**src/rtl/cpu_types.sv**
```systemverilog
// rtl/cpu_types.sv - shared RS tag and CDB types for the result bus and its arbiter
package cpu_types;

  localparam int TAG_W       = 4;
  localparam int CDB_MAX_SRC = 8;

  typedef logic [TAG_W-1:0] RS_tag_type;

  localparam RS_tag_type INVALID = '0;

  typedef struct packed {
    RS_tag_type  tag;
    logic [31:0] data;
  } cdb_t;

  typedef struct packed {
    logic held;
    cdb_t res;
  } cdb_hold_t;

endpackage

```
**src/rtl/rr_arbiter.sv**
```systemverilog
// rtl/rr_arbiter.sv - combinational round-robin picker: first request at or after ptr, with wrap
module rr_arbiter #(
  parameter int N     = 4,
  parameter int IDX_W = $clog2(N)
) (
  input  logic [N-1:0]     req,
  input  logic [IDX_W-1:0] ptr,
  output logic [N-1:0]     grant,
  output logic [IDX_W-1:0] grant_idx,
  output logic             grant_valid
);

  logic [IDX_W-1:0] idx;

  always_comb begin
    grant       = '0;
    grant_idx   = '0;
    grant_valid = 1'b0;
    idx         = '0;
    for (int k = 0; k < N; k++) begin
      idx = IDX_W'((int'(ptr) + k) % N);
      if (!grant_valid && req[idx]) begin
        grant_valid = 1'b1;
        grant[idx]  = 1'b1;
        grant_idx   = idx;
      end
    end
  end

endmodule

```
**src/rtl/cdb_arbiter.sv**
```systemverilog
// rtl/cdb_arbiter.sv - per-source holding registers, round-robin broadcast onto the CDB
// Optional CDB_STALL_CNT_EN adds per-source saturating stall counters on port stall_cnt.
module cdb_arbiter
  import cpu_types::*;
#(
  parameter int NUM_SRC   = 4,
  parameter int SRC_IDX_W = $clog2(NUM_SRC)
) (
  input  logic                       clk,
  input  logic                       rst_n,
  input  logic [NUM_SRC-1:0]         fu_valid,
  input  logic [NUM_SRC*TAG_W-1:0]   fu_tag,
  input  logic [NUM_SRC*32-1:0]      fu_data,
  output logic [NUM_SRC-1:0]         fu_ready,
`ifdef CDB_STALL_CNT_EN
  output logic [NUM_SRC*16-1:0]      stall_cnt,
`endif
  output cdb_t                       cdb_out,
  output logic [SRC_IDX_W-1:0]       cdb_src
);

  cdb_hold_t            hold_q [NUM_SRC];
  cdb_hold_t            hold_d [NUM_SRC];
  logic [SRC_IDX_W-1:0] rr_ptr_q, rr_ptr_d;
  cdb_t                 cdb_q, cdb_d;
  logic [SRC_IDX_W-1:0] src_q, src_d;

  logic [NUM_SRC-1:0]   held;
  logic [NUM_SRC-1:0]   grant;
  logic [SRC_IDX_W-1:0] grant_idx;
  logic                 grant_valid;

  rr_arbiter #(.N(NUM_SRC), .IDX_W(SRC_IDX_W)) u_rr (
    .req         (held),
    .ptr         (rr_ptr_q),
    .grant       (grant),
    .grant_idx   (grant_idx),
    .grant_valid (grant_valid)
  );

  always_comb begin
    hold_d = hold_q;
    held   = '0;
    for (int i = 0; i < NUM_SRC; i++) begin
      held[i] = hold_q[i].held;
    end
    for (int i = 0; i < NUM_SRC; i++) begin
      // Ready depends only on state and grant, so upstream valid never loops back.
      fu_ready[i] = !hold_q[i].held || grant[i];
      if (grant[i]) begin
        hold_d[i].held = 1'b0;
      end
      if (fu_valid[i] && fu_ready[i] && (fu_tag[i*TAG_W +: TAG_W] != INVALID)) begin
        hold_d[i].held     = 1'b1;
        hold_d[i].res.tag  = fu_tag[i*TAG_W +: TAG_W];
        hold_d[i].res.data = fu_data[i*32 +: 32];
      end
    end
  end

  always_comb begin
    cdb_d    = '{tag: INVALID, data: '0};
    src_d    = src_q;
    rr_ptr_d = rr_ptr_q;
    if (grant_valid) begin
      cdb_d    = hold_q[grant_idx].res;
      src_d    = grant_idx;
      rr_ptr_d = (grant_idx == SRC_IDX_W'(NUM_SRC - 1)) ? '0 : grant_idx + 1'b1;
    end
  end

  always_ff @(posedge clk or negedge rst_n) begin
    if (!rst_n) begin
      for (int i = 0; i < NUM_SRC; i++) begin
        hold_q[i] <= '0;
      end
      rr_ptr_q <= '0;
      cdb_q    <= '{tag: INVALID, data: '0};
      src_q    <= '0;
    end else begin
      hold_q   <= hold_d;
      rr_ptr_q <= rr_ptr_d;
      cdb_q    <= cdb_d;
      src_q    <= src_d;
    end
  end

  assign cdb_out = cdb_q;
  assign cdb_src = src_q;

`ifdef CDB_STALL_CNT_EN
  logic [15:0] stall_q [NUM_SRC];
  logic [15:0] stall_d [NUM_SRC];

  always_comb begin
    stall_cnt = '0;
    for (int i = 0; i < NUM_SRC; i++) begin
      stall_d[i] = stall_q[i];
      if (held[i] && !grant[i] && (stall_q[i] != 16'hFFFF)) begin
        stall_d[i] = stall_q[i] + 16'd1;
      end
      stall_cnt[i*16 +: 16] = stall_q[i];
    end
  end

  always_ff @(posedge clk or negedge rst_n) begin
    if (!rst_n) begin
      for (int i = 0; i < NUM_SRC; i++) begin
        stall_q[i] <= '0;
      end
    end else begin
      stall_q <= stall_d;
    end
  end
`endif

endmodule

```
**config.mk**
```make
export PLATFORM = sky130hd
export DESIGN_NAME = cdb_arbiter
export DESIGN_NICKNAME = d
export VERILOG_FILES = /design/src/rtl/cpu_types.sv /design/src/rtl/rr_arbiter.sv /design/src/rtl/cdb_arbiter.sv
export SDC_FILE = /design/constraint.sdc
export NUM_CORES = 1
export LEC_CHECK = 0
export CORE_MARGIN = 10
export CORE_UTILIZATION = 52
export DETAILED_ROUTE_END_ITERATION = 16
export PLACE_DENSITY = 0.8
export SLEW_MARGIN = 0
export SYNTH_ARGS = -nofsm -noshare
export SYNTH_HDL_FRONTEND = slang
export SYNTH_SLANG_ARGS = --single-unit
```
**constraint.sdc**
```tcl
create_clock -name clk -period 4 [get_ports clk]
set_clock_uncertainty 0.05 [all_clocks]
set_input_delay 0.4 -clock clk [delete_from_list [all_inputs] [get_ports clk]]
set_output_delay 0.4 -clock clk [all_outputs]
set_load 0.05 [all_outputs]
```
* Word level (Yosys, flattened, before mapping)
Index checks and enable logic that the tools add are counted.
** Word-level totals
- Output and inout bits :: 42
- Logic and storage cells :: 109
- Bits of input ports :: 150
- Register bits :: 188
** Cells by class
- Reductions and logical operators :: 34
- Add/sub/neg operators :: 4
- $lt $le $gt $ge :: 9
- Bitwise logic cells :: 4
- Eq/ne operators :: 1
- Mux-type cells :: 41
** Operators with widths (number)
- $mux 37 :: 4
- $mux 36 :: 3
- $bmux 37 s2 :: 1
- $mux 1 :: 16
- $mux 4 :: 4
- $reduce_bool 4->1 :: 4
- $logic_and 1x1->1 :: 15
- $lt 2x3->1 const B :: 4
- $or 4x4->4 :: 3
- $mux 2 :: 5
- $bmux 1 s2 :: 4
- $demux 1 s2 :: 4
- $ge 2x1->1 const B :: 4
- $reduce_bool 2->1 :: 4
- $logic_not 1->1 :: 7
- $add 2x1->2 const B :: 2
- $add 2x2->2 const B :: 2
- $logic_or 1x1->1 :: 4
- $ge 3x3->1 const B :: 1
- $not 2->3 :: 1
- $eq 2x2->1 const B :: 1

* Longest topological paths before layout
Gate-level depths: netlist of run 1.
- Depth after elaboration :: 17
- Gate-level depth with buffers :: 12
- Gate-level depth less buffers :: 8

* By module
Synthesis of run 1 repeated with hierarchy kept, for this count alone.
** Second synthesis, totals
- Cell total of the unflattened synthesis :: 500
- Area, all modules :: 8333.0 um^2
** Modules (own cells, without submodules)
- cdb_arbiter :: instances 1, area an instance 7913.8 um^2, cells each 455, seq. area each 4704.5 um^2
- rr_arbiter :: instances 1, area an instance 419.2 um^2, cells each 45, seq. area each 0.0 um^2

* Worst setup path before layout of run 1
Ideal clock, no wire load.
- Kind :: register to register
- Start :: register rr_ptr_q[0]
- End :: register hold_q[100] (netlist name)
- Path buffers :: 4
- Path slack :: 333 ps
- Required time :: 3825 ps
- Period minus slack after synthesis :: 3667 ps
- Arrival :: 3492 ps
- Library setup time :: 125 ps
- Cell stages (with the launch flop) :: 12
- Cells stage by stage :: dfrtp_1 -> buf_4 -> inv_1 -> ha_1 -> buf_2 -> mux4_2 -> a311oi_2 -> a2111o_1 -> and3_1 -> buf_6 -> buf_6 -> mux2_4
** On the way
- Word-level cells in the longest chain between the ends :: 15
- Elaborated cells on any way between the ends :: 50
- Those cells by class :: add/sub: 3; order compare: 8; mux: 23; bitwise: 3; reduce/logical: 13
** Ends and longest elaborated chain
- from (decl) :: line cdb_arbiter.sv:24 : logic [SRC_IDX_W-1:0] rr_ptr_q, rr_ptr_d;
- from (signal assigned) :: line cdb_arbiter.sv:82 : rr_ptr_q <= rr_ptr_d;
- parallel branches: the longest is 11 deep, another holds $lt 2x3->1
- $mux 4 * :: line rr_arbiter.sv:22 : if (!grant_valid && req[idx]) begin
- $logic_or 1x1->1 * :: line cdb_arbiter.sv:49 : fu_ready[i] = !hold_q[i].held || grant[i];
- via fu_ready[1] :: line cdb_arbiter.sv:14 : output logic [NUM_SRC-1:0] fu_ready,
- $logic_and 1x1->1 * (2 in series) :: line cdb_arbiter.sv:53 : if (fu_valid[i] && fu_ready[i] && (fu_tag[i*TAG_W +: TAG_W] != INVALID)) begin
- to (signal assigned) :: line cdb_arbiter.sv:81 : hold_q <= hold_d;
- to (decl) :: line cdb_arbiter.sv:22 : cdb_hold_t hold_q [NUM_SRC];
Mark *: on every way through the listed nets, which the timed path passes. The select of a mux whose other input is x is not followed.
A chain may end at the register's enable or synchronous reset.

* Worst setup path in the final report of run 1
- Start :: register rr_ptr_q[0]
- End :: register hold_q[141] (netlist name)
** On the way
- Word-level cells in the longest chain between the ends :: 15
- Elaborated cells on any way between the ends :: 50
- Those cells by class :: add/sub: 3; order compare: 8; mux: 23; bitwise: 3; reduce/logical: 13
** Ends and longest elaborated chain (line)
- parallel branches: the longest is 11 deep, another holds $lt 2x3->1
- $mux 4 * :: rr_arbiter.sv:22
- $logic_or 1x1->1 * :: cdb_arbiter.sv:49
- $logic_and 1x1->1 * (2 in series) :: cdb_arbiter.sv:53
Mark *: on every way between the ends. The select of a mux whose other input is x is not followed.

==> results by group, run 1 <==
Status
  • Status: completed

Clock network
  • PostCTS Resize Cnt: 0
  • Clock root buffer: clkbuf_16
  • Skew-Pair Late Insertion Delay: 0.44 ns
  • Num CTS Buffers: 17
  • Clk buf depth: 2
  • H-tree depth: 4
  • Clock Sinks: 188
  • Hold_buf cts: 1
  • Clk slew on worst S/H paths: 0.07 ns
  • TritonCTS clock tree: built
  • Postcts setup bufs: 0

Timing
  • Slew HR: 40.4%
  • RSZ-0062 raised after global routing: no
  • Fin. max-slew vios: 0
  • Worst-Margin Slew: 0.894 ns
  • Period minus WS final: 3.64 ns
  • Final setup fails: 0
  • Final hold viol count: 0
  • Period utilization: 91.1%
  • Worst hold slack: around 0.47 ns
  • Setup TNS Final: 0 ns
  • F_max: 274 MHz

Placement
  • Number of port buffers: 191
  • Hpwl dp: 18.5 mm
  • Area of placed instances: ~12000 um2
  • Gp weighted congestion: roughly 0.87

Synth
  • Cell count after synthesis: 902
  • Avg Inst Size Synth: 10.9 um2
  • Number of flops mapped to enable cells by yosys: 0
  • Sequential share of the synthesized area: roughly half
  • Net Count, Synth: 1058
  • Synth warn: 0
  • Netlist cell types: 46
  • #FFs+latches synth: about 190
  • FFs w/ async S/R, synth: 100%
  • Ys flop type: dfrtp_1
  • Post-Syn Area: 9790 um2

Floorplanning
  • Starting Density: 52.5%
  • Die Height: 157 um
  • Core region area: 18600 um2
  • DIE WIDTH: approximately 160 um
  • Die area: 24700 um2
  • Top Ports: 192
  • # rows: 50

Final layout
  • Synth-to-Final Area Change: 28.8%
  • Number of nets in the layout: 1209
  • Layout cell share with drive strength beyond 1: 18.4%
  • Fill cell count: 1358
  • Post-route cell area: about 13000 um2
  • N_diodes: 0
  • Finished Core Util: 67.6%

Worst setup path
  • CP Capture Type: flop
  • Crit path launch: rr_ptr_q[0]$_DFFE_PN0P_
  • Reg2reg start: rr_ptr_q[0]$_DFFE_PN0P_
  • Worst Path Buf+Inv: 1
  • Setup crit start kind: flop
  • Max stage delay on crit path: roughly 0.62 ns
  • Family with the most delay on the worst path: multiplexers
  • CP cell instances: inv_1, ha_1, mux4_2, a311oi_2, a221o_2, nand3_4, mux2_1
  • Critical path fanouts, max: 37
  • CP required: 4.27 ns
  • Slowest CP cell: mux4_2
  • CP arrival: 3.91 ns
  • Kind of critical path: reg2reg

Drt
  • Remaining antenna violation count: 0
  • Drt drc: 0
  • WL per Instance: 21.7 um
  • Iter 0 DRT Violations: 589
  • Vias per inst: 6.36
  • Detailed-route wire length: between 20 and 30 mm
  • Router iterations before antenna repair: 5
  • Vias: 8263

Global routing
  • Pin count of the biggest net entering global routing: 78
  • Vias in the first global route: roughly 8k
  • Total grt overflow: 0
  • Initial antenna violation count: 0
  • First-pass GRT wire length: 43.8 mm
  • GRT Util Overall: between 20 and 25%

Flow run
  • Max Cap Violations: 0

Worst hold path
  • Hold WC Path Type: in2async
## routing by layer
metal	part of all wire, %	up-vias	GRT usage [%]
met2	50	376	37.0
met4	2.4	0	7.26
met1	41	4108	27.9
met3	7.2	56	5.38
met5	0	-	0
li1	-	3723	-
## area by class of cell
| class | count | area [um2] | share of cell area (%) |
|---|---|---|---|
| Clock inverter | 13 | 203 | 1.61 |
| Sequential cell | 188 | 4710 | 37.3 |
| Multi-Input combinational cell | 627 | 4750 | 37.6 |
| Clock buffer | 19 | 433 | 3.43 |
| Timing Repair Buffer | 214 | 2210 | 17.5 |
| Inverter | 5 | 18.8 | 0.149 |
| Tap cell | 234 | 293 | 2.32 |
## kinds of logic after synthesis
kind of cell | Yosys count | synth area share [%]
AOI/OAI and AO/OA | 247 | 18.2
adders and majority gates | 6 | 0.767
xor gates and xnor gates | 1 | 0.0895
buffers and inverters | 87 | 4.06
and+or+nand+nor | 226 | 10.6
muxes | 147 | 18.2
DFF | 188 | 48.0
## state kept, by name, indices dropped and copies added, names as in the netlist
signal / count
cdb_out: 36
cdb_src: 2
hold_q: 144
rr_ptr_q: 2
held: 4
## worst register-to-register path: cells and delay by family (launching register included)
kind            cells  cell delay, ns
compound gates      2            0.74
buf+inv             1            0.21
flops               1            0.50
fa+ha+maj           1            0.36
simple gates        1            0.51
mux                 2            1.15
## final timing paths
path	end	slack, ns	depth (start not counted)
worst max register to register	hold_q[141]$_DFFE_PN0P_	0.36	7
max in group asynchronous	cdb_out[34]$_DFF_PN0_	2.45	3
worst min-delay path	cdb_out[10]$_DFF_PN0_	0.47	2
worst min register to register	hold_q[28]$_DFFE_PN0P_	0.47	1
worst max-delay path	hold_q[141]$_DFFE_PN0P_	0.36	7
min in group clk	hold_q[28]$_DFFE_PN0P_	0.47	1
## cells in the mapped netlist (2+ instances only)
cell      instances  area [um2]
nand3_1           4        20.0
nand2_1          16        60.1
buf_6             7        78.8
o31ai_1           2        15.0
nand3b_1          2        15.0
mux2i_1           4        40.0
o21ai_1           3        15.0
dfrtp_1         188        4700
mux2_4           30         450
and3_1            2        12.5
or4_1             4        30.0
o221ai_1         36         315
a221o_1          36         360
a21oi_1          36         180
inv_1             5        18.8
clkbuf_1         60         225
ha_1              6        75.1
buf_2             9        45.0
mux2_1           18         203
nor3b_1           2        15.0
a221o_2           2        22.5
nor2_1          112         420
buf_4             2        15.0
a211oi_1         37         278
and3b_1           2        17.5
buf_1             4        15.0
o211ai_1          3        22.5
o21ai_0          41         205
nor3_1           75         375
o22ai_1          37         231
mux4_2            2        45.0
a21boi_0          2        15.0
mux2_2           93        1050
nand3_4           2        35.0
a32o_1            7        70.1
## stage by stage
step	cells	setup WS, ns
final	1300	0.356
after global routing	1300	0.226
after CTS	1300	0.385
after detailed placement	1267	0.404
after global placement	1267	0.480
after floorplan	902	0.333
## layout by cell type, fill, tap and decap left out, drive strengths merged, types with 3 or more instances in the layout
cell / netlist / final
a211oi: 37 / 37
a21oi: 36 / 36
a221o: 38 / 38
a32o: 7 / 7
buf: 22 / 26
bufinv: 0 / 4
clkbuf: 60 / 20
clkdlybuf4s50: 0 / 186
dfrtp: 188 / 188
ha: 6 / 6
inv: 5 / 12
mux2: 141 / 141
mux2i: 4 / 4
nand2: 16 / 16
nand3: 6 / 6
nor2: 112 / 112
nor3: 75 / 75
o211ai: 3 / 3
o21ai: 44 / 44
o221ai: 36 / 36
o22ai: 37 / 37
or4: 4 / 4
Power of run 1 is not shown: default switching activity piles up to over one toggle a cycle in this logic, so the estimate is an artifact.
==> run 2: changes to the inputs <==
--- a/config.mk
+++ b/config.mk
@@ -5,10 +5,9 @@
 export SDC_FILE = /design/constraint.sdc
 export NUM_CORES = 1
 export LEC_CHECK = 0
-export CORE_MARGIN = 10
 export CORE_UTILIZATION = 52
 export DETAILED_ROUTE_END_ITERATION = 16
-export PLACE_DENSITY = 0.8
+export PLACE_DENSITY = 0.82
 export SLEW_MARGIN = 0
 export SYNTH_ARGS = -nofsm -noshare
 export SYNTH_HDL_FRONTEND = slang
==> results by group, run 2 (synthesized netlist as in run 1, its figures left out) <==
Placement
  • Placed insts: approximately 1.3k
  • Gp weighted congestion: 0.911
  • Hpwl dp: 17.5 mm
  • Number of port buffers: 191
  • Area of placed instances: 12000 um2

Worst setup path
  • CP cell instances: inv_1, ha_1, mux4_2, a311oi_2, a211o_1, and3_2, buf_12, mux2_2
  • Critical path fanouts, max: 12
  • Worst Path Buf+Inv: 2
  • CP required: roughly 4.3 ns
  • Slowest CP cell: and3_2
  • CP Capture Type: flop
  • Family with the most delay on the worst path: multiplexers
  • Max stage delay on crit path: 0.55 ns
  • CP arrival: between 3 and 4 ns
  • Kind of critical path: reg2reg
  • Setup crit start kind: flop

Floorplanning
  • Die Height: around 140 um
  • # rows: 49
  • Core region area: 18200 um2
  • Top Ports: 192
  • Die area: roughly 19000 um2
  • Starting Density: ~54%
  • DIE WIDTH: 139 um

Global routing
  • Pin count of the biggest net entering global routing: 120
  • GRT Util Overall: 28.0%
  • First-pass GRT wire length: 42.9 mm
  • Initial antenna violation count: 0
  • Vias in the first global route: 8072
  • Total grt overflow: 0

Clock network
  • Clk slew on worst S/H paths: 0.07 ns
  • PostCTS Resize Cnt: 0
  • Skew-Pair Late Insertion Delay: around 0.43 ns
  • Postcts setup bufs: 0
  • TritonCTS clock tree: built
  • Hold_buf cts: 0
  • Clock Sinks: 188
  • Num CTS Buffers: 17
  • Clk buf depth: 2
  • Clock root buffer: clkbuf_16
  • H-tree depth: 4

Flow run
  • Max Cap Violations: 0

Timing
  • RSZ-0062 raised after global routing: no
  • Setup TNS Final: 0 ns
  • F_max: 288 MHz
  • Worst-Margin Slew: 0.997 ns
  • Final hold viol count: 0
  • Final setup fails: 0
  • Period utilization: 86.7%
  • Period minus WS final: 3.47 ns
  • Slew HR: 33.3%
  • Fin. max-slew vios: 0
  • Worst hold slack: 0.0300 ns

Final layout
  • Synth-to-Final Area Change: 28.6%
  • N_diodes: 0
  • Layout cell share with drive strength beyond 1: a little under a fifth
  • Most frequent cells in the layout: dfrtp_1 (187), clkdlybuf4s50_1 (186), nor2_1 (111)
  • Top reg by flops: hold_q
  • Fill cell count: approximately 1.3k
  • Commonest non-fill, non-tap cell in the layout: dfrtp_1
  • Finished Layout Cells: about 1.3k
  • Post-route cell area: approximately 13000 um2
  • Number of nets in the layout: 1214
  • Number of flip-flops in the largest register: between 100 and 150

Drt
  • Remaining antenna violation count: 0
  • Vias: roughly 8.3k
  • Vias per inst: 6.41
  • Router iterations before antenna repair: 12
  • Detailed-route wire length: approximately 27 mm
  • WL per Instance: about 21 um
  • Iter 0 DRT Violations: 590
  • Drt drc: 9

Status
  • Status: complete, but fails checks
  • Violated checks: DRC

Worst hold path
  • Hold WC Path Type: in2async
==> run 2: changes by cell type in the layout (fill, tap and decap cells not counted), sizes merged <==
cell / change
inv: -4
buf: +6
clkbuf: +1
dlygate4sd3: -1
clkinvlp: +2
bufinv: -2
clkinv: +3
==> run 2: layer usage <==
metal	vias up	global-route usage, %	wire length (um)
li1	3748	-	-
met1	4111	36.3	10800
met2	398	46.7	13400
met3	71	4.54	1810
met4	0	12.2	870
met5	-	0	0
==> run 2: final cells by class <==
class | count | area [um2] | share of cell area, %
Clock inverter | 12 | 136 | 1.08
Sequential cell | 188 | 4710 | 37.4
Timing Repair Buffer | 219 | 2250 | 17.9
Clock buffer | 20 | 447 | 3.55
Multi-Input combinational cell | 627 | 4750 | 37.7
Inverter | 5 | 18.8 | 0.149
Tap cell | 229 | 287 | 2.27
==> run 2: stage by stage <==
stage	util [%]	setup slack, ns
after floorplan	-	0.333
after global placement	66.0	0.657
after detailed placement	66.0	0.585
after CTS	69.2	0.557
after global routing	69.2	0.402
final	69.2	0.530
==> run 2: path summary, 6_finish.rpt <==
path	start	to	slack [ns]	cells past startpoint
worst max-delay path	rr_ptr_q[0]$_DFFE_PN0P_	hold_q[31]$_DFFE_PN0P_	0.53	8
worst min-delay path	rst_n	hold_q[47]$_DFFE_PN0P_	0.03	1
worst max register to register	rr_ptr_q[0]$_DFFE_PN0P_	hold_q[31]$_DFFE_PN0P_	0.53	8
worst min register to register	cdb_src[1]$_DFFE_PN0P_	cdb_src[1]$_DFFE_PN0P_	0.45	2
max in group asynchronous	rst_n	cdb_out[7]$_DFF_PN0_	2.84	2
min in group clk	cdb_src[1]$_DFFE_PN0P_	cdb_src[1]$_DFFE_PN0P_	0.45	2
Power of run 2 is left out for the same reason.
==> run 3: changes to the inputs <==
--- a/config.mk
+++ b/config.mk
@@ -5,6 +5,7 @@
 export SDC_FILE = /design/constraint.sdc
 export NUM_CORES = 1
 export LEC_CHECK = 0
+export ABC_CLOCK_PERIOD_IN_PS = 4000
 export CORE_UTILIZATION = 52
 export DETAILED_ROUTE_END_ITERATION = 16
 export PLACE_DENSITY = 0.82
==> results of run 3 <==
Final layout, timing and power as in run 2 (identical DEF).
Power of run 3 is left out for the same reason.
